<file path="config.mk">
export PLATFORM = sky130hd
export DESIGN_NAME = instr_fetch_unit
export DESIGN_NICKNAME = d
export VERILOG_FILES = /design/src/rtl/rv32i_pkg.sv /design/src/rtl/ifu_fifo.sv /design/src/rtl/instr_fetch_unit.sv
export SDC_FILE = /design/constraint.sdc
export NUM_CORES = 1
export LEC_CHECK = 0
export CAP_MARGIN = 20
export CORE_MARGIN = 4
export CORE_UTILIZATION = 56
export DETAILED_ROUTE_END_ITERATION = 8
export GPL_ROUTABILITY_DRIVEN = 0
export PLACE_DENSITY = 0.89
export SYNTH_ARGS = -nofsm -noshare
export SYNTH_HDL_FRONTEND = slang
export SYNTH_SLANG_ARGS = --single-unit
</file>
<file path="constraint.sdc">
create_clock -name clk -period 12.4 [get_ports clk]
set_input_delay 3.1 -clock clk [delete_from_list [all_inputs] [get_ports clk]]
set_output_delay 3.1 -clock clk [all_outputs]
set_load 0.005 [all_outputs]
</file>
<file path="src/rtl/rv32i_pkg.sv">
// rv32i_pkg: RV32I field positions, fetch-unit state encoding and reset PC default.
// IFU_MISALIGN_TRAP_EN adds the FAULT state.
package rv32i_pkg;
   localparam int OPC_LSB = 0;
   localparam int OPC_MSB = 6;
   localparam int F3_LSB  = 12;
   localparam int F3_MSB  = 14;
   localparam int F7_LSB  = 25;
   localparam int F7_MSB  = 31;
   localparam logic [31:0] RESET_PC_DEFAULT = 32'h0000_0000;
`ifdef IFU_MISALIGN_TRAP_EN
   typedef enum logic [1:0] {ST_RUN, ST_DRAIN, ST_FAULT} ifu_state_t;
`else
   typedef enum logic [1:0] {ST_RUN, ST_DRAIN} ifu_state_t;
`endif
endpackage

</file>
<file path="src/rtl/ifu_fifo.sv">
// ifu_fifo: registered {pc,instr} buffer with synchronous flush and occupancy count.
module ifu_fifo #(
   parameter int DEPTH = 2,
   parameter int W     = 64
) (
   input  logic                     clk,
   input  logic                     rst_n,
   input  logic                     flush,
   input  logic                     push,
   input  logic                     pop,
   input  logic [W-1:0]             wdata,
   output logic [W-1:0]             rdata,
   output logic [$clog2(DEPTH):0]   count
);
   localparam int AW = $clog2(DEPTH);
   localparam logic [AW:0] FULL = (AW+1)'(DEPTH);
   logic [W-1:0] mem [DEPTH];
   logic [AW-1:0] wp, rp;
   logic do_push, do_pop;
   assign do_pop  = pop && count != '0;
   assign do_push = push && (count != FULL || do_pop);
   assign rdata   = mem[rp];
   always_ff @(posedge clk)
      if (do_push && !flush) mem[wp] <= wdata;
   always_ff @(posedge clk or negedge rst_n)
      if (!rst_n) begin
         wp    <= '0;
         rp    <= '0;
         count <= '0;
      end else if (flush) begin
         wp    <= '0;
         rp    <= '0;
         count <= '0;
      end else begin
         wp    <= wp + AW'(do_push);
         rp    <= rp + AW'(do_pop);
         count <= count + (AW+1)'(do_push) - (AW+1)'(do_pop);
      end
endmodule

</file>
<file path="src/rtl/instr_fetch_unit.sv">
// instr_fetch_unit: RV32I fetch stage -- PC, credit-limited imem reads, decode buffer, redirect/drain.
// IFU_MISALIGN_TRAP_EN: misaligned redirect targets trap into FAULT instead of being force-aligned.
module instr_fetch_unit
   import rv32i_pkg::*;
#(
   parameter logic [31:0] RESET_PC   = RESET_PC_DEFAULT,
   parameter int          FIFO_DEPTH = 2
) (
   input  logic        clk,
   input  logic        rst_n,
   input  logic        PCSrc,
   input  logic        redir_valid,
   input  logic [31:0] PCTarget,
   output logic        imem_req_valid,
   input  logic        imem_req_ready,
   output logic [31:0] imem_addr,
   input  logic        imem_rsp_valid,
   input  logic [31:0] imem_rsp_data,
   output logic        instr_valid,
   input  logic        instr_ready,
   output logic [31:0] instr,
   output logic [6:0]  opcode,
   output logic [2:0]  funct3,
   output logic [6:0]  funct7,
   output logic [31:0] instr_pc,
   output logic [31:0] instr_pc4,
   output logic        fetch_fault
);
   localparam int CW = $clog2(FIFO_DEPTH) + 1;
   localparam logic [CW:0] DEPTH_C = (CW+1)'(FIFO_DEPTH);
   ifu_state_t st, st_n;
   logic [31:0] fetch_pc, pc_n, rsp_pc, tgt;
   logic [CW-1:0] outst, out_n, disc, disc_n, cnt, cnt_n;
   logic redir, accept, hold, issue, push, pop;
   logic [63:0] head;
   assign redir  = redir_valid & PCSrc;
   assign accept = imem_req_valid & imem_req_ready;
   assign hold   = imem_req_valid & ~imem_req_ready;
   assign tgt    = PCTarget & ~32'd3;
   assign push   = imem_rsp_valid && st == ST_RUN && !redir;
   assign pop    = instr_valid & instr_ready;
   assign pc_n   = redir ? tgt : fetch_pc;
   assign out_n  = outst + CW'(accept) - CW'(imem_rsp_valid);
   assign cnt_n  = redir ? '0 : cnt + CW'(push) - CW'(pop);
   // next-cycle occupancy so a new request can never land in a full buffer
   assign issue  = !hold && st_n == ST_RUN && {1'b0, out_n} + {1'b0, cnt_n} < DEPTH_C;
`ifdef IFU_MISALIGN_TRAP_EN
   logic flt_pend, flt_pend_n;
   always_ff @(posedge clk or negedge rst_n)
      if (!rst_n) flt_pend <= 1'b0;
      else flt_pend <= flt_pend_n;
   assign fetch_fault = st == ST_FAULT;
`else
   assign fetch_fault = 1'b0;
`endif
   always_comb begin
      disc_n = disc - CW'(imem_rsp_valid && st == ST_DRAIN);
      if (redir && st != ST_DRAIN) disc_n = outst + CW'(imem_req_valid) - CW'(imem_rsp_valid);
`ifdef IFU_MISALIGN_TRAP_EN
      flt_pend_n = redir ? |PCTarget[1:0] : flt_pend;
      st_n = (!redir && st != ST_DRAIN) ? st : disc_n != '0 ? ST_DRAIN : flt_pend_n ? ST_FAULT : ST_RUN;
`else
      st_n = (!redir && st != ST_DRAIN) ? st : disc_n != '0 ? ST_DRAIN : ST_RUN;
`endif
   end
   always_ff @(posedge clk or negedge rst_n)
      if (!rst_n) begin
         st             <= ST_RUN;
         fetch_pc       <= RESET_PC;
         rsp_pc         <= RESET_PC;
         imem_addr      <= RESET_PC;
         imem_req_valid <= 1'b0;
         outst          <= '0;
         disc           <= '0;
      end else begin
         st             <= st_n;
         outst          <= out_n;
         disc           <= disc_n;
         imem_req_valid <= hold | issue;
         fetch_pc       <= issue ? pc_n + 32'd4 : pc_n;
         if (issue) imem_addr <= pc_n;
         rsp_pc         <= redir ? tgt : push ? rsp_pc + 32'd4 : rsp_pc;
      end
   ifu_fifo #(.DEPTH(FIFO_DEPTH), .W(64)) u_fifo (
      .clk   (clk),
      .rst_n (rst_n),
      .flush (redir),
      .push  (push),
      .pop   (pop),
      .wdata ({rsp_pc, imem_rsp_data}),
      .rdata (head),
      .count (cnt)
   );
   assign instr_valid = cnt != '0;
   assign instr       = head[31:0];
   assign instr_pc    = head[63:32];
   assign instr_pc4   = instr_pc + 32'd4;
   assign opcode      = instr[OPC_MSB:OPC_LSB];
   assign funct3      = instr[F3_MSB:F3_LSB];
   assign funct7      = instr[F7_MSB:F7_LSB];
endmodule

</file>
# Yosys cells after proc, flatten, opt, wreduce, memory -nomap -nowiden

Memory sizes are Yosys's and may differ from the RTL's.
Index checks and enable logic that the tools add are counted.

ROM bits: 0
Logic and storage cells: 67
Output and inout bits: 148
Memories: 1
Bits of input ports: 71
Bits in latches: 0
Register bits after elaboration: 107
Memory bits (writable): 128

Div/mod/pow operators: 0
Multiply operators: 0
Multiplexer cells: 13
Reductions and logical operators: 18
Equality and inequality tests: 3
Bitwise logic cells: 6
Shift operators: 0
Order comparisons: 1
Add/sub/neg operators: 15

Memory list:

| memory     | depth | width | rd ports | clocked after memory_dff | wr ports | line           | source |
|---|---|---|---|---|---|---|---|
| u_fifo.mem | 2     | 64    | 1        | 0                        | 1        | ifu_fifo.sv:17 | `logic [W-1:0] mem [DEPTH];` |

Operators with widths:

| cell                    | number |
|---|---|
| $mux W32                | 4 |
| $add A32 B3 Y32 const B | 3 |
| $logic_and A1 B1 Y1     | 10 |
| $sub A2 B1 Y2           | 5 |
| $add A2 B1 Y2           | 4 |
| $mux W2                 | 4 |
| $reduce_bool A2 Y1      | 3 |
| $mux W1                 | 5 |
| $and A1 B1 Y1           | 4 |
| $logic_not A2 Y1        | 2 |
| $add A2 B2 Y3           | 1 |
| $lt A3 B2 Y1 const B    | 1 |
| $add A1 B1 Y1           | 2 |
| $eq A2 B1 Y1 const B    | 1 |
| $logic_not A1 Y1        | 2 |
| $ne A2 B1 Y1 const B    | 1 |
| $ne A2 B2 Y1 const B    | 1 |
| $logic_or A1 B1 Y1      | 1 |
| $not A1 Y1              | 1 |
| $or A1 B1 Y1            | 1 |

# Logic depth before layout (Yosys ltp)

Depth in word-level cells: 11
Gate-level depth with buffers: 16
Gate-level depth less buffers: 13

# Cells and area by module

From an unflattened synthesis, not the netlist that was laid out.

Cell total of the unflattened synthesis: 865
Area, all modules: 10827.9 µm²

Modules (own cells, without submodules):

| module           | cells each | area each (µm²) | times used | seq. area each (µm²) |
|---|---|---|---|---|
| instr_fetch_unit | 645        | 5954.5          | 1          | 2527.4 |
| ifu_fifo         | 220        | 4873.4          | 1          | 3943.8 |

# Worst setup path before layout

Ideal clock, no wire load.

Path kind: in2reg
Start: input port PCSrc
End: memory u_fifo.mem[0][0] (enable)
Setup time: 0.490 ns
Slack: 4.921 ns
Buffers on the path: 2
Cell stages on the path: 6
Data required time: 11.910 ns
Data arrival time: 6.990 ns
Cell sequence: buf_2 > nand2_2 > clkbuf_1 > and2_1 > a21boi_0 > nor2b_1

Longest elaborated chain between the ends: 7

RTL lines:

| item                            | line                                   | source |
|---|---|---|
| start: declaration              | instr_fetch_unit.sv:11                 | `input logic PCSrc,` |
| $and A1 B1 Y1 *                 | instr_fetch_unit.sv:36                 | `assign redir = redir_valid & PCSrc;` |
| $logic_not A1 Y1 *              | ifu_fifo.sv:24, instr_fetch_unit.sv:40 |  |
| $logic_and A1 B1 Y1             | instr_fetch_unit.sv:40                 | `assign push = imem_rsp_valid && st == ST_RUN && !redir;` |
| $logic_and A1 B1 Y1             | ifu_fifo.sv:21                         | `assign do_push = push && (count != FULL \|\| do_pop);` |
| $logic_and A1 B1 Y1 *           | ifu_fifo.sv:24                         | `if (do_push && !flush) mem[wp] <= wdata;` |
| $mux W1 *                       | ifu_fifo.sv:24                         |  |
| $mux W1 (implied by the code) * | ifu_fifo.sv:24                         |  |
| end: declaration                | ifu_fifo.sv:17                         |  |

Mark *: on every way between the ends. The rest lies on a longest branch, timed or not.

# Final worst setup path

Start: register u_fifo.rp
End: output port instr_pc4[25]

Longest elaborated chain between the ends: 2

RTL lines:

| item                     | line                   | source |
|---|---|---|
| start: declaration       | ifu_fifo.sv:18         | `logic [AW-1:0] wp, rp;` |
| start signal: assignment | ifu_fifo.sv:36         | `rp <= rp + AW'(do_pop);` |
| $mem_v2 Z2 W64           | --                     |  |
| $add A32 B3 Y32          | instr_fetch_unit.sv:97 | `assign instr_pc4 = instr_pc + 32'd4;` |
| end: declaration         | instr_fetch_unit.sv:26 | `output logic [31:0] instr_pc4,` |

Every way passes these cells.

==> summary.txt <==
Root Buffer: clkbuf_16
Sequential Area: 6355 µm²
Post-synthesis cell count: 878
Slowest stage cell on the critical path: buf_4
Worst-Skew Late Latency: 500 ps
Final cell utilization of the core: 72.83%
Cell Chain, Critical Path: buf_4 > nand3_1 > a222oi_1 > and3_1 > and2_1 > nand2_1 > xnor2_1 > clkdlybuf4s50_1
Clock buffer depth: 3
Synthesized flop and latch total: 229
Count of cell types in the netlist: 62
Iter 0 DRT Violations: 446
Gr ovfl total: 0
Worst r2r path cells: 13
Reg2reg start: u_fifo.count[1]$_DFF_PN0_
F_max: 135.4 MHz
IO buf count: 211
PostCTS Resize Cnt: 0
H-tree Lvls: 1
Async SR Flop Fraction: 45.85%
Least-Margin Pin Slew: 911.6 ps
Pwr dens: 204.0 nW/µm²
Largest net degree at the start of global routing: 74
Top cell family by delay on the critical path: buffers and inverters
Crit. Startpoint: u_fifo.rp$_DFF_PN0_
Vias in the first global route: 7594
Fillers: 1214
Dominant synthesized flop cell: edfxtp_1
Fraction of layout instances using a drive strength above 1: 11.12%
Die area: 21400 µm²
Hold buffer count at cts: 0
Total track usage: 23.27%
CP Data Required Time: 9300 ps
Wire length per cell: 19.33 µm
Final hold viol count: 0
Total power: 2.788 mW
Worst min-delay path class: register to register
Core box area: 18770 µm²
Avg Vias per Cell: 5.722
Sink Count: 229
First-pass GRT wire length: 40590 µm
Crit path launch type: register
Endpoints failing setup: 0
CP Capture Point: instr_pc4[25]
Site Rows: 50
Dpl hpwl: 18040 µm
DRC viols: 0
Reg clk slew, reported paths: 60 ps
Detail Route Antenna Nets: 0
Max Cap Violations: 0
Worst Path Buf+Inv: 2
Max transition margin: 39.22%
Max-slew violations: 0
Post-synth EDFFs: 124
Leak: 5.240 nW
CP Max Fanout: 73
Status: complete, no violations
CP Capture Type: output port
TritonCTS clock tree: built
RSZ-0062 raised after global routing: false
Post-CTS Setup Inserts: 0
DR vias: 7565
Critical setup path kind: register to output port
Sequential share of the synthesized area: 59.31%
Area of the multi-input gates: 3951 µm²
# nets final: 1154
Area Growth Syn to Fin: 27.65%
Period minus WS final: 7388 ps
Min Hold Slack: 478.2 ps
Drt total wl: 25550 µm
CP Data Arrival Time: 4290 ps
Synth area leader: edfxtp_1
Die Ht: 146.3 µm
Die Wd: 146.3 µm
Area fraction of the dominant cell type after synthesis: 34.77%
Syn Std Cell Area: 10710 µm²
IR drop worst, VDD: 0.1551 mV
Syn Area/Cell: 12.20 µm²
Pre-antenna DRT Iters: 5
Initial antenna violation count: 0
FF-to-FF setup slack: 8360 ps
Top post-synthesis cells by area: edfxtp_1, dfrtp_1, mux2_2
FF-to-FF End: fetch_pc[25]$_DFF_PN0_
Crit path depth: 8
Setup TNS: 0 ps
Skew final: 11.35 ps
TritonCTS buffer count: 24
Antenna cell count: 0
Initial Util: 57.05%
Most frequent cell after synthesis: edfxtp_1
Synthesis Warnings: 0
CP peak stage delay: 720 ps
Final period utilization: 59.58%
# IOs: 219
Top cells by count, synth: edfxtp_1, dfrtp_1, nand2_1, xnor2_1, o21ai_0
-- state kept, by name, summed over array words and instances (netlist names) --
name and count:
u_fifo.rp 1, u_fifo.wp 1, rsp_pc 30, u_fifo.mem 124
imem_req_valid 1, imem_addr 32, outst 2, disc 2
fetch_pc 32, u_fifo.count 2, st 2
-- worst register-to-register path: cells and delay by family, from the launching register on --
| family | cells | cell delay [ps] |
|---|---|---|
| flip-flops | 1 | 390 |
| XOR/XNOR | 2 | 330 |
| buffers and inverters | 1 | 50 |
| AND/OR/NAND/NOR | 6 | 1840 |
| AO/OA/AOI/OAI | 1 | 400 |
| adder cells (fa/ha/maj) | 3 | 950 |
-- cells by family (layout without fill, tap and decap cells) --
kind of cell	count (synthesis)	after routing	synth area share [%]
AOI/OAI and AO/OA	130	130	7.630
xor gates and xnor gates	90	90	7.502
adders and majority gates	12	12	1.472
buffers and inverters	80	286	4.008
DFF	229	229	59.31
muxes	70	70	7.163
other	1	5	0.03502
and+or+nand+nor	266	266	12.88
-- placed cells by master, fill, tap and decap left out, types with 3 or more instances in the layout --
master / instances
a21o_1: 12
inv_1: 23
nor2b_1: 4
or2_2: 3
and2_1: 11
clkinv_2: 5
nand3_1: 31
and3_1: 20
edfxtp_1: 124
nand4_1: 20
conb_1: 5
clkdlybuf4s50_1: 210
ha_1: 11
a32o_1: 3
buf_4: 10
nor3_1: 14
mux2i_1: 17
clkbuf_8: 4
xor2_1: 30
clkbuf_16: 25
o21ai_0: 58
nor4_1: 7
clkinv_1: 3
dfrtp_1: 104
nor2_1: 28
a21oi_1: 10
a21boi_0: 24
a31oi_1: 6
xnor2_1: 59
nand3b_1: 7
o21a_1: 3
mux2_2: 53
nand2_1: 97
-- worst min path at each step --
stage                                from                     to  slack [ps]  depth (start not counted)
global placement    fetch_pc[1]$_DFF_PN0_  fetch_pc[1]$_DFF_PN0_         460                          1
global route        fetch_pc[0]$_DFF_PN0_  fetch_pc[0]$_DFF_PN0_         500                          1
CTS                 fetch_pc[1]$_DFF_PN0_  fetch_pc[1]$_DFF_PN0_         480                          1
finish              fetch_pc[1]$_DFF_PN0_  fetch_pc[1]$_DFF_PN0_         480                          1
floorplan           fetch_pc[0]$_DFF_PN0_  fetch_pc[0]$_DFF_PN0_         450                          1
detailed placement  fetch_pc[1]$_DFF_PN0_  fetch_pc[1]$_DFF_PN0_         470                          1
-- metal layers --
metal  vias to the layer above  global-route usage, %  share of wire (%)
li1                       3503                      -                  -
met1                      3691                  31.41                 42
met2                       341                  39.41                 48
met3                        30                  5.059                8.0
met4                         0                  4.610                1.4
met5                         -                      0                  0
-- through the flow --
step	setup WS (ps)	area, µm²	std cells
floorplan	4921	10720	882
global placement	5412	12860	1279
detailed placement	5421	12860	1279
CTS	4976	13670	1322
global route	4688	13670	1322
finish	5012	13670	1322
-- power breakdown --
group	switching (mW)	leakage (nW)	internal, mW
combinational	0.493	2.40	0.532
clock	0.285	0.399	0.432
sequential	0.0890	2.44	0.958
total	0.867	5.24	1.92
-- area by class of cell --
class / count / share of cell area, %
sequential: 229 / 46.49
timing repair buffer: 220 / 15.93
clock inverter: 13 / 0.8880
multi-input combinational: 573 / 28.91
inverter: 23 / 0.6316
tap: 234 / 2.142
clock buffer: 30 / 5.007
(Power assumes the default switching activity.)
